$ cat config.mk
export PLATFORM = sky130hd
export DESIGN_NAME = temp_sensor_filter
export DESIGN_NICKNAME = d
export VERILOG_FILES = /design/src/rtl/temp_sensor_filter.sv
export SDC_FILE = /design/constraint.sdc
export NUM_CORES = 1
export LEC_CHECK = 0
export CAP_MARGIN = 20
export CORE_ASPECT_RATIO = 0.7
export CORE_MARGIN = 8
export CORE_UTILIZATION = 30
export DETAILED_ROUTE_END_ITERATION = 8
export PLACE_DENSITY = 0.47
export SETUP_SLACK_MARGIN = 0.5
export SKIP_LAST_GASP = 1
export SYNTH_ARGS = -nofsm -noshare
export SYNTH_HDL_FRONTEND = slang
export SYNTH_SLANG_ARGS = --single-unit
export TNS_END_PERCENT = 50
$ cat constraint.sdc
create_clock -name clock -period 3.8 [get_ports clock]
set_input_delay 0.76 -clock clock [delete_from_list [all_inputs] [get_ports clock]]
set_output_delay 0.76 -clock clock [all_outputs]
set_load 0.03 [all_outputs]
$ cat src/rtl/temp_sensor_filter.sv
// Moving-average front end for the thermostat: windowed mean of raw sensor codes, plus stale/open-sensor fault handling.
// Optional output deadband is enabled by defining TEMP_FILTER_DEADBAND_EN.
module temp_sensor_filter #(
  parameter int        SAMPLE_W     = 12,
  parameter int        AVG_LOG2     = 2,
  parameter int signed OFFSET       = 0,
  parameter int        STALE_CYCLES = 1000,
  parameter int        DEADBAND     = 2
) (
  input  logic                       clock,
  input  logic                       reset,
  input  logic                       sample_valid,
  input  logic signed [SAMPLE_W-1:0] sample_data,
  output logic signed [31:0]         temp,
  output logic                       temp_valid,
  output logic                       temp_update,
  output logic                       sensor_fault
);

  localparam int N       = 1 << AVG_LOG2;
  localparam int SUM_W   = SAMPLE_W + AVG_LOG2;
  localparam int PTR_W   = (AVG_LOG2 > 0) ? AVG_LOG2 : 1;
  localparam int FILL_W  = AVG_LOG2 + 1;
  localparam int STALE_W = $clog2(STALE_CYCLES + 1);
  localparam logic signed [SAMPLE_W-1:0] OPEN_CODE = {1'b1, {(SAMPLE_W-1){1'b0}}};
`ifdef TEMP_FILTER_DEADBAND_EN
  localparam bit DB_ON = 1'b1;
`else
  localparam bit DB_ON = 1'b0;
`endif

  typedef enum logic [1:0] {S_FILL, S_RUN, S_FAULT} state_t;

  state_t                      r_state;
  state_t                      w_state_nxt;
  logic signed [SAMPLE_W-1:0]  r_win [N];
  logic signed [SUM_W-1:0]     r_sum;
  logic        [PTR_W-1:0]     r_wptr;
  logic        [FILL_W-1:0]    r_fill;
  logic        [STALE_W-1:0]   r_stale;

  logic                        w_open;
  logic                        w_accept;
  logic                        w_last;
  logic                        w_timeout;
  logic signed [SUM_W-1:0]     w_sum_nxt;
  logic signed [31:0]          w_avg;
  logic signed [32:0]          w_diff;
  logic signed [32:0]          w_abs;
  logic                        w_gate;
  logic                        w_load;
  logic                        w_flush;
  logic                        w_enter_fault;
  logic                        w_fill_done;

  assign w_open    = sample_valid && (sample_data == OPEN_CODE);
  assign w_accept  = sample_valid && !w_open;
  assign w_last    = (r_fill == FILL_W'(N - 1));
  assign w_timeout = !w_accept && (r_stale == STALE_W'(STALE_CYCLES - 1));

  // The oldest entry is zero while filling, so the same update works for fill and run.
  assign w_sum_nxt = r_sum + SUM_W'(sample_data) - SUM_W'(r_win[r_wptr]);
  assign w_avg     = 32'(w_sum_nxt >>> AVG_LOG2) + OFFSET;
  assign w_diff    = 33'(w_avg) - 33'(temp);
  assign w_abs     = w_diff[32] ? -w_diff : w_diff;
  assign w_gate    = DB_ON ? (w_abs >= $signed(33'(DEADBAND))) : 1'b1;

  always_ff @(posedge clock) begin
    if (!reset) r_state <= S_FILL;
    else        r_state <= w_state_nxt;
  end

  always_comb begin
    w_state_nxt = r_state;
    case (r_state)
      S_FILL: begin
        if (w_open || w_timeout)    w_state_nxt = S_FAULT;
        else if (w_accept && w_last) w_state_nxt = S_RUN;
      end
      S_RUN: begin
        if (w_open || w_timeout)    w_state_nxt = S_FAULT;
      end
      S_FAULT: begin
        if (w_accept && w_last)     w_state_nxt = S_RUN;
      end
      default:                      w_state_nxt = S_FILL;
    endcase
  end

  always_comb begin
    w_enter_fault = 1'b0;
    w_fill_done   = 1'b0;
    w_load        = 1'b0;
    w_flush       = 1'b0;
    case (r_state)
      S_RUN: begin
        w_enter_fault = w_open || w_timeout;
        w_load        = w_accept && w_gate;
      end
      S_FILL, S_FAULT: begin
        w_enter_fault = (r_state == S_FILL) && (w_open || w_timeout);
        w_fill_done   = w_accept && w_last;
        w_load        = w_fill_done;
      end
      default: ;
    endcase
    w_flush = w_open || w_enter_fault;
  end

  always_ff @(posedge clock) begin
    if (!reset) begin
      temp         <= '0;
      temp_valid   <= 1'b0;
      temp_update  <= 1'b0;
      sensor_fault <= 1'b0;
      r_sum        <= '0;
      r_wptr       <= '0;
      r_fill       <= '0;
      r_stale      <= '0;
      for (int i = 0; i < N; i++) r_win[i] <= '0;
    end else begin
      temp_update <= w_load;
      if (w_load) temp <= w_avg;

      if (w_enter_fault)    temp_valid <= 1'b0;
      else if (w_fill_done) temp_valid <= 1'b1;

      if (w_enter_fault)    sensor_fault <= 1'b1;
      else if (w_fill_done) sensor_fault <= 1'b0;

      if (r_state == S_FAULT || w_accept || w_enter_fault) r_stale <= '0;
      else                                                 r_stale <= r_stale + STALE_W'(1);

      if (w_flush) begin
        r_sum  <= '0;
        r_wptr <= '0;
        r_fill <= '0;
        for (int i = 0; i < N; i++) r_win[i] <= '0;
      end else if (w_accept) begin
        r_win[r_wptr] <= sample_data;
        r_sum         <= w_sum_nxt;
        r_wptr        <= (r_wptr == PTR_W'(N - 1)) ? '0 : r_wptr + PTR_W'(1);
        if (r_fill != FILL_W'(N)) r_fill <= r_fill + FILL_W'(1);
      end
    end
  end

endmodule

==> metrics, run 1 <==
count leader, synth=inv_1; Synth Register Bits=96; Non-Filler Instances=801; Syn Area/Cell=10.5 sq um; overall power=approximately 3500 uW; CTS Buffer Depth=2; CTS tree=done; Hold Vio Cnt, Final=0; status=completed; DR vias=3,698; Max-Cap Viols=0; XOR/XNOR Fraction of Synth Area=2.76%; synth top area cells=edfxtp_1 (27%), dfxtp_1 (18%), and2_1 (5.7%); sw power=1180 uW; core area=17,200 sq um; initial core utilization=a little under a third; sequential-to-total area share from yosys stat=45.7%; RSZ-0062 raised after global routing=yes; Die Y=127 microns; CP Data Required Time=approximately 4 ns; Switching Share=33.9%; H-tree lvl count=3; Final Max Tran Viols=0; largest net degree at the start of global routing=23; dpl hpwl=9320 microns; top cells by count, synth=inv_1 (56), and2_1 (48), dfxtp_1 (48), edfxtp_1 (48), nor2_1 (40); main combinational cell family by area after synthesis=simple AND/OR/NAND/NOR gates; Worst Skew=0.0102 ns; slew margin rel.=53.6%; final antenna diode count=0; ys flop type=edfxtp_1; share of the core filled with cells=38.4%; Yosys top cell by area=edfxtp_1; Finish-stage setup viols=0; Post-Synthesis Cells=501; post-DR vias/cell=between 4 and 5; placed insts=approximately 800; share of cells above drive strength 1=18.8%; gr busiest metal=met2; CTS root buffer=clkbuf_16; mux contribution to synthesized area=under 10%; Total GRT Usage=between 10% and 20%; Pint=2290 uW; number of enable flip-flop cells after synthesis=48; Max Clk Rate=0.295 GHz; CTS Buf Count=9; met3 Use GR=2.90%; initial antenna violation count=0; Crit Path Class=reg -> reg; crit path max fanout=8; Ports=50; YS warnings=0; gr ovfl total=0; Final ANT Viol Nets=0; Pwr Density=526 nW/um^2; Flop pwr share=34.6%; leakage power=0.00259 uW; Hold Buf Count CTS=0; peak supply drop=roughly 190 uV; simple-gate share of the synthesized area=between 15 and 20%; # rows=40; final period utilization=89.2%; top-area cell type share of the netlist area=27.4%; min cycle time layout=3.39 ns; Least-Margin Pin Slew=0.696 ns; DR WL/cell=16.1 microns; Layout Nets=616; M1 GR Usage=16.6%; Port Buf Inserts=49; Layout area overhead=25.4%; vias in the first global route=3,864; clock sink count=96; DR pass1 iterations=4; syn_nets=about 550; first-pass GRT wire length=between 20,000 and 25,000 microns; Synth Area in Compound Gates=9.49%; DRT Wirelength=12,900 microns; Comb power frac=37.5%; Die Area=22,100 sq um; DRC Markers=0; Worst Path Arrival=3.62 ns; clk_lat worst skew=0.35 ns; routing usage on met2=a little under a fifth; Mapped Area=5260 sq um; clock power share=27.9%; critical path endpoint category=register; Post-Synth Adder-Cell Area=10.4%; 1st-iter DRT viols=157; Clock transition at path regs=0.07 ns; crit path launch type=register; RD Place Congestion=roughly 0.76; ys async rst share=0%; HP Class=reg -> reg; Die X-Extent=174 microns; Distinct cells, synth=57
## cell families after synthesis
| group | count (synthesis) |
|---|---|
| fa+ha+maj | 36 |
| xor+xnor | 15 |
| mux | 15 |
| simple gates | 171 |
| flops | 96 |
| buf+inv | 94 |
| compound gates | 74 |
## area by class of cell
cell class / instances / area [sq um]
tap: 231 / 289
inverter: 57 / 214
clock buffer: 9 / 225
clock inverter: 7 / 86.3
multi-input combinational: 311 / 2540
fill: 1695 / 10600
timing repair buffer: 90 / 831
sequential: 96 / 2410
## metrics by stage
stage          hold WS [ns]  setup TNS [ns]  worst slack (ns)  area, sq um
3_3_place_gp          0.447               0           0.00468         6080
6_report              0.457               0             0.411         6600
5_1_grt               0.489               0             0.282         6600
4_1_cts               0.461               0             0.385         6470
3_5_place_dp          0.451         -0.0376           -0.0235         6080
2_1_floorplan         0.430               0             0.524         5300
## registers in the layout, summed over array words and instances (netlist names), 2 cells and up, named ones only
| register | count |
|---|---|
| temp | 12 |
| r_fill | 3 |
| r_state | 2 |
| r_win | 48 |
| r_sum | 14 |
| r_wptr | 2 |
| r_stale | 10 |
## path summary, 6_finish.rpt
path	startpoint	to	slack, ns	depth (start not counted)
worst max-delay path	register	r_sum[10]$_SDFFE_PP0P_	0.41	12
worst min-delay path	temp[3]$_SDFFE_PN0P_	temp[3]$_SDFFE_PN0P_	0.46	2
worst max register to register	register	r_sum[10]$_SDFFE_PP0P_	0.41	12
worst min register to register	temp[3]$_SDFFE_PN0P_	temp[3]$_SDFFE_PN0P_	0.46	2
## power by group through the flow
stage / logic [uW] / clock network [uW] / registers (uW)
after floorplan: 779 / 0 / 1220
after global placement: 1110 / 0 / 1230
after detailed placement: 1110 / 0 / 1230
after CTS: 1200 / 996 / 1200
after global routing: 1460 / 1030 / 1210
final: 1300 / 967 / 1200
## what timing repair did
item / 4_1_cts / 5_1_grt
resized for setup: 11 / 24
setup endpoints to repair: 10 / 49
pin swaps: 4 / 11
buffers inserted: 6 / 2
gates cloned: 0 / 0
## layout by cell type, fill, tap and decap left out, types with 3 or more instances in the layout
master / instances
clkdlybuf4s50_1: 46
nand2_1: 27
o21ai_1: 5
clkbuf_16: 9
ha_1: 17
xor2_1: 6
xnor2_1: 8
or3_1: 6
fa_1: 11
nor2_1: 40
dfxtp_1: 47
or2_1: 4
o21a_1: 6
ha_4: 3
buf_4: 38
ha_2: 3
inv_1: 53
nor2b_1: 4
edfxtp_1: 48
nand4_1: 4
nand3_2: 3
nor3_1: 4
a21o_1: 5
nand3_1: 11
a21oi_2: 5
and2_1: 48
inv_2: 3
mux4_2: 12
and3_1: 7
a211oi_2: 3
a21oi_1: 28
o21ai_0: 3
## critical path: stages (launching register included)
cell and delay, ns:
dfxtp_4 0.37, buf_12 0.13, mux4_2 0.52, fa_1 0.52, inv_2 0.05, ha_4 0.23, nor2b_4 0.12, o31a_1 0.26
o32a_1 0.36, buf_4 0.17, a31oi_4 0.19, nor4_1 0.07, a311o_1 0.28
## metal layers
metal	routed length (microns)	vias up	part of all wire, %
li1	-	1818	-
met1	6470	1805	50
met2	5660	61	44
met3	619	14	4.8
met4	140	0	1.1
met5	0	-	0
Note: power is estimated with default switching activity, not from simulation.
==> run 2, diff against run 1 <==
- CORE_UTILIZATION: 30 -> 25
- PLACE_DENSITY: 0.47 -> 0.41
==> run 2 against run 1 <==
Utilization down 6.0 points; sequential share of layout area down 0.60 points; fmax down 0.81%; total power up 0.31%; largest power group unchanged; largest cell class unchanged; sequential power about the same; clock skew up 0.0063 ns; non-clock buffer count up 4.
==> metrics, run 2 (synthesized netlist as in run 1, its figures left out) <==
DR vias=3,723 (was 3,698); Final ANT Viol Nets=0 (unchanged); Port Buf Inserts=49 (unchanged); FF-to-FF path depth=12 (unchanged); most common cell after layout, fill and taps aside=inv_1 (unchanged); gr ovfl total=0 (unchanged); final period utilization=89.9% (was 89.2%); DR pass1 iterations=4 (unchanged); register name with the most flops=r_win (unchanged); slew margin rel.=58.2% (was 53.6%); DR WL/cell=15.9 microns (was 16.1 microns); Least-Margin Pin Slew=0.626 ns (was 0.696 ns); first-pass GRT wire length=21,400 microns (was 21,000 microns); Crit path largest cell delay=0.53 ns (was 0.52 ns); CTS Buffer Depth=2 (unchanged); largest net degree at the start of global routing=23 (unchanged); clock sink count=96 (unchanged); crit path max fanout=6 (was 8); dpl hpwl=9800 microns (was 9320 microns); Worst Skew=0.0165 ns (was 0.0102 ns); crit-path cells=buf_12 > mux4_2 > fa_1 > inv_2 > ha_4 > nor2b_4 > o31a_1 > o32a_1 > a311oi_2 > buf_4 > nand4_1 > o221ai_1 (was buf_12 > mux4_2 > fa_1 > inv_2 > ha_4 > nor2b_4 > o31a_1 > o32a_1 > buf_4 > a31oi_4 > nor4_1 > a311o_1); Hold Vio Cnt, Final=0 (unchanged); status=completed (unchanged); Regs by FF count=r_win: 48 flops, r_sum: 14 flops, temp: 12 flops (unchanged); min cycle time layout=3.42 ns (was 3.39 ns); Max Clk Rate=0.293 GHz (was 0.295 GHz); dpl ws=-0.0560 ns (was -0.0235 ns); Die X-Extent=189 microns (was 174 microns); initial core utilization=25.4% (was 30.6%); fin worst setup slack=0.383 ns (was 0.411 ns); Crit Path Class=reg -> reg (unchanged); vias in the first global route=3,832 (was 3,864); Slowest cell on crit path=mux4_2 (unchanged); Die Y=137 microns (was 127 microns); clk_lat worst skew=0.36 ns (was 0.35 ns); Max-Cap Viols=0 (unchanged); RSZ-0062 raised after global routing=yes (unchanged); post-DR vias/cell=4.38 (was 4.62); CTS tree=done (unchanged); Final Max Tran Viols=0 (unchanged); critical path endpoint category=register (unchanged); most frequent cells in the layout=inv_1 (53), and2_1 (48), edfxtp_1 (48) (unchanged); H-tree lvl count=3 (unchanged); CTS root buffer=clkbuf_16 (unchanged); Ports=50 (unchanged); hold depth=2 (unchanged); Hold Buf Count CTS=0 (unchanged); 1st-iter DRT viols=234 (was 157); Finish-stage setup viols=0 (unchanged); DRT Wirelength=13,500 microns (was 12,900 microns); Layout area overhead=27.4% (was 25.4%); Layout Nets=620 (was 616); Total GRT Usage=10.6% (was 12.1%); Die Area=26,000 sq um (was 22,100 sq um); Pwr Density=519 nW/um^2 (was 526 nW/um^2); share of cells above drive strength 1=17.9% (was 18.8%); # rows=44 (was 40); CTS Buf Count=9 (unchanged); leakage power=0.00263 uW (was 0.00259 uW); initial antenna violation count=0 (unchanged); final antenna diode count=0 (unchanged); Worst Path Arrival=3.69 ns (was 3.62 ns); placed cell areas=6200 sq um (was 6080 sq um); Final Cell Area=6710 sq um (was 6600 sq um); HP Class=reg -> reg (unchanged); Post-Route Setup TNS=0 ns (unchanged); peak supply drop=252 uV (was 186 uV); RD Place Congestion=0.738 (was 0.763); DRC Markers=0 (unchanged); crit path launch type=register (unchanged); core area=20,700 sq um (was 17,200 sq um); max reg flops=48 (unchanged); CP Data Required Time=4.07 ns (was 4.03 ns); Clock transition at path regs=0.09 ns (was 0.07 ns)
run 2: report_power, final:
part / switching [uW] / total (uW) / internal (uW)
sequential: 33.0 / 1200 / 1170
combinational: 699 / 1320 / 623
clock: 483 / 960 / 477
run 2: area by class of cell:
cell class	count	area, sq um
Tap cell	276	345
Sequential cell	96	2410
Inverter	57	214
Timing Repair Buffer	94	903
Multi-Input combinational cell	311	2520
Fill cell	2146	14000
Clock buffer	9	225
Clock inverter	7	91.3
run 2: critical path: cells and delay by family (launching register included):
kind | cells | cell delay, ns
AOI/OAI and AO/OA | 4 | 1.11
adders and majority gates | 2 | 0.76
muxes | 1 | 0.53
DFF | 1 | 0.36
buffers and inverters | 3 | 0.36
and+or+nand+nor | 2 | 0.21
run 2: repair_timing:
| action | CTS | global route |
|---|---|---|
| buffers inserted | 6 | 2 |
| resized for setup | 8 | 20 |
| setup endpoints to repair | 12 | 60 |
| pin swaps | 6 | 6 |
run 2: metal layers:
layer,global-route usage [%],up-vias,part of all wire (%)
met5,0,-,0
met4,2.81,0,1.1
met3,2.68,11,4.4
met2,16.8,47,46
met1,14.4,1831,49
li1,-,1834,-
run 2: metrics by stage:
| step | total power [uW] | hold slack [ns] | utilization, % | std cells |
|---|---|---|---|---|
| floorplan | 2000 | 0.430 | - | 501 |
| global placement | 2400 | 0.446 | 30.0 | 826 |
| detailed placement | 2400 | 0.450 | 30.0 | 826 |
| CTS | 3410 | 0.465 | 31.9 | 848 |
| global route | 3700 | 0.477 | 32.4 | 850 |
| finish | 3480 | 0.459 | 32.4 | 850 |
run 2: worst paths after layout:
kind / end / from / slack, ns
min reg2reg: temp[1]$_SDFFE_PN0P_ / temp[1]$_SDFFE_PN0P_ / 0.46
max reg2reg: temp[10]$_SDFFE_PN0P_ / register / 0.38
max: temp[10]$_SDFFE_PN0P_ / register / 0.38
min: temp[1]$_SDFFE_PN0P_ / temp[1]$_SDFFE_PN0P_ / 0.46
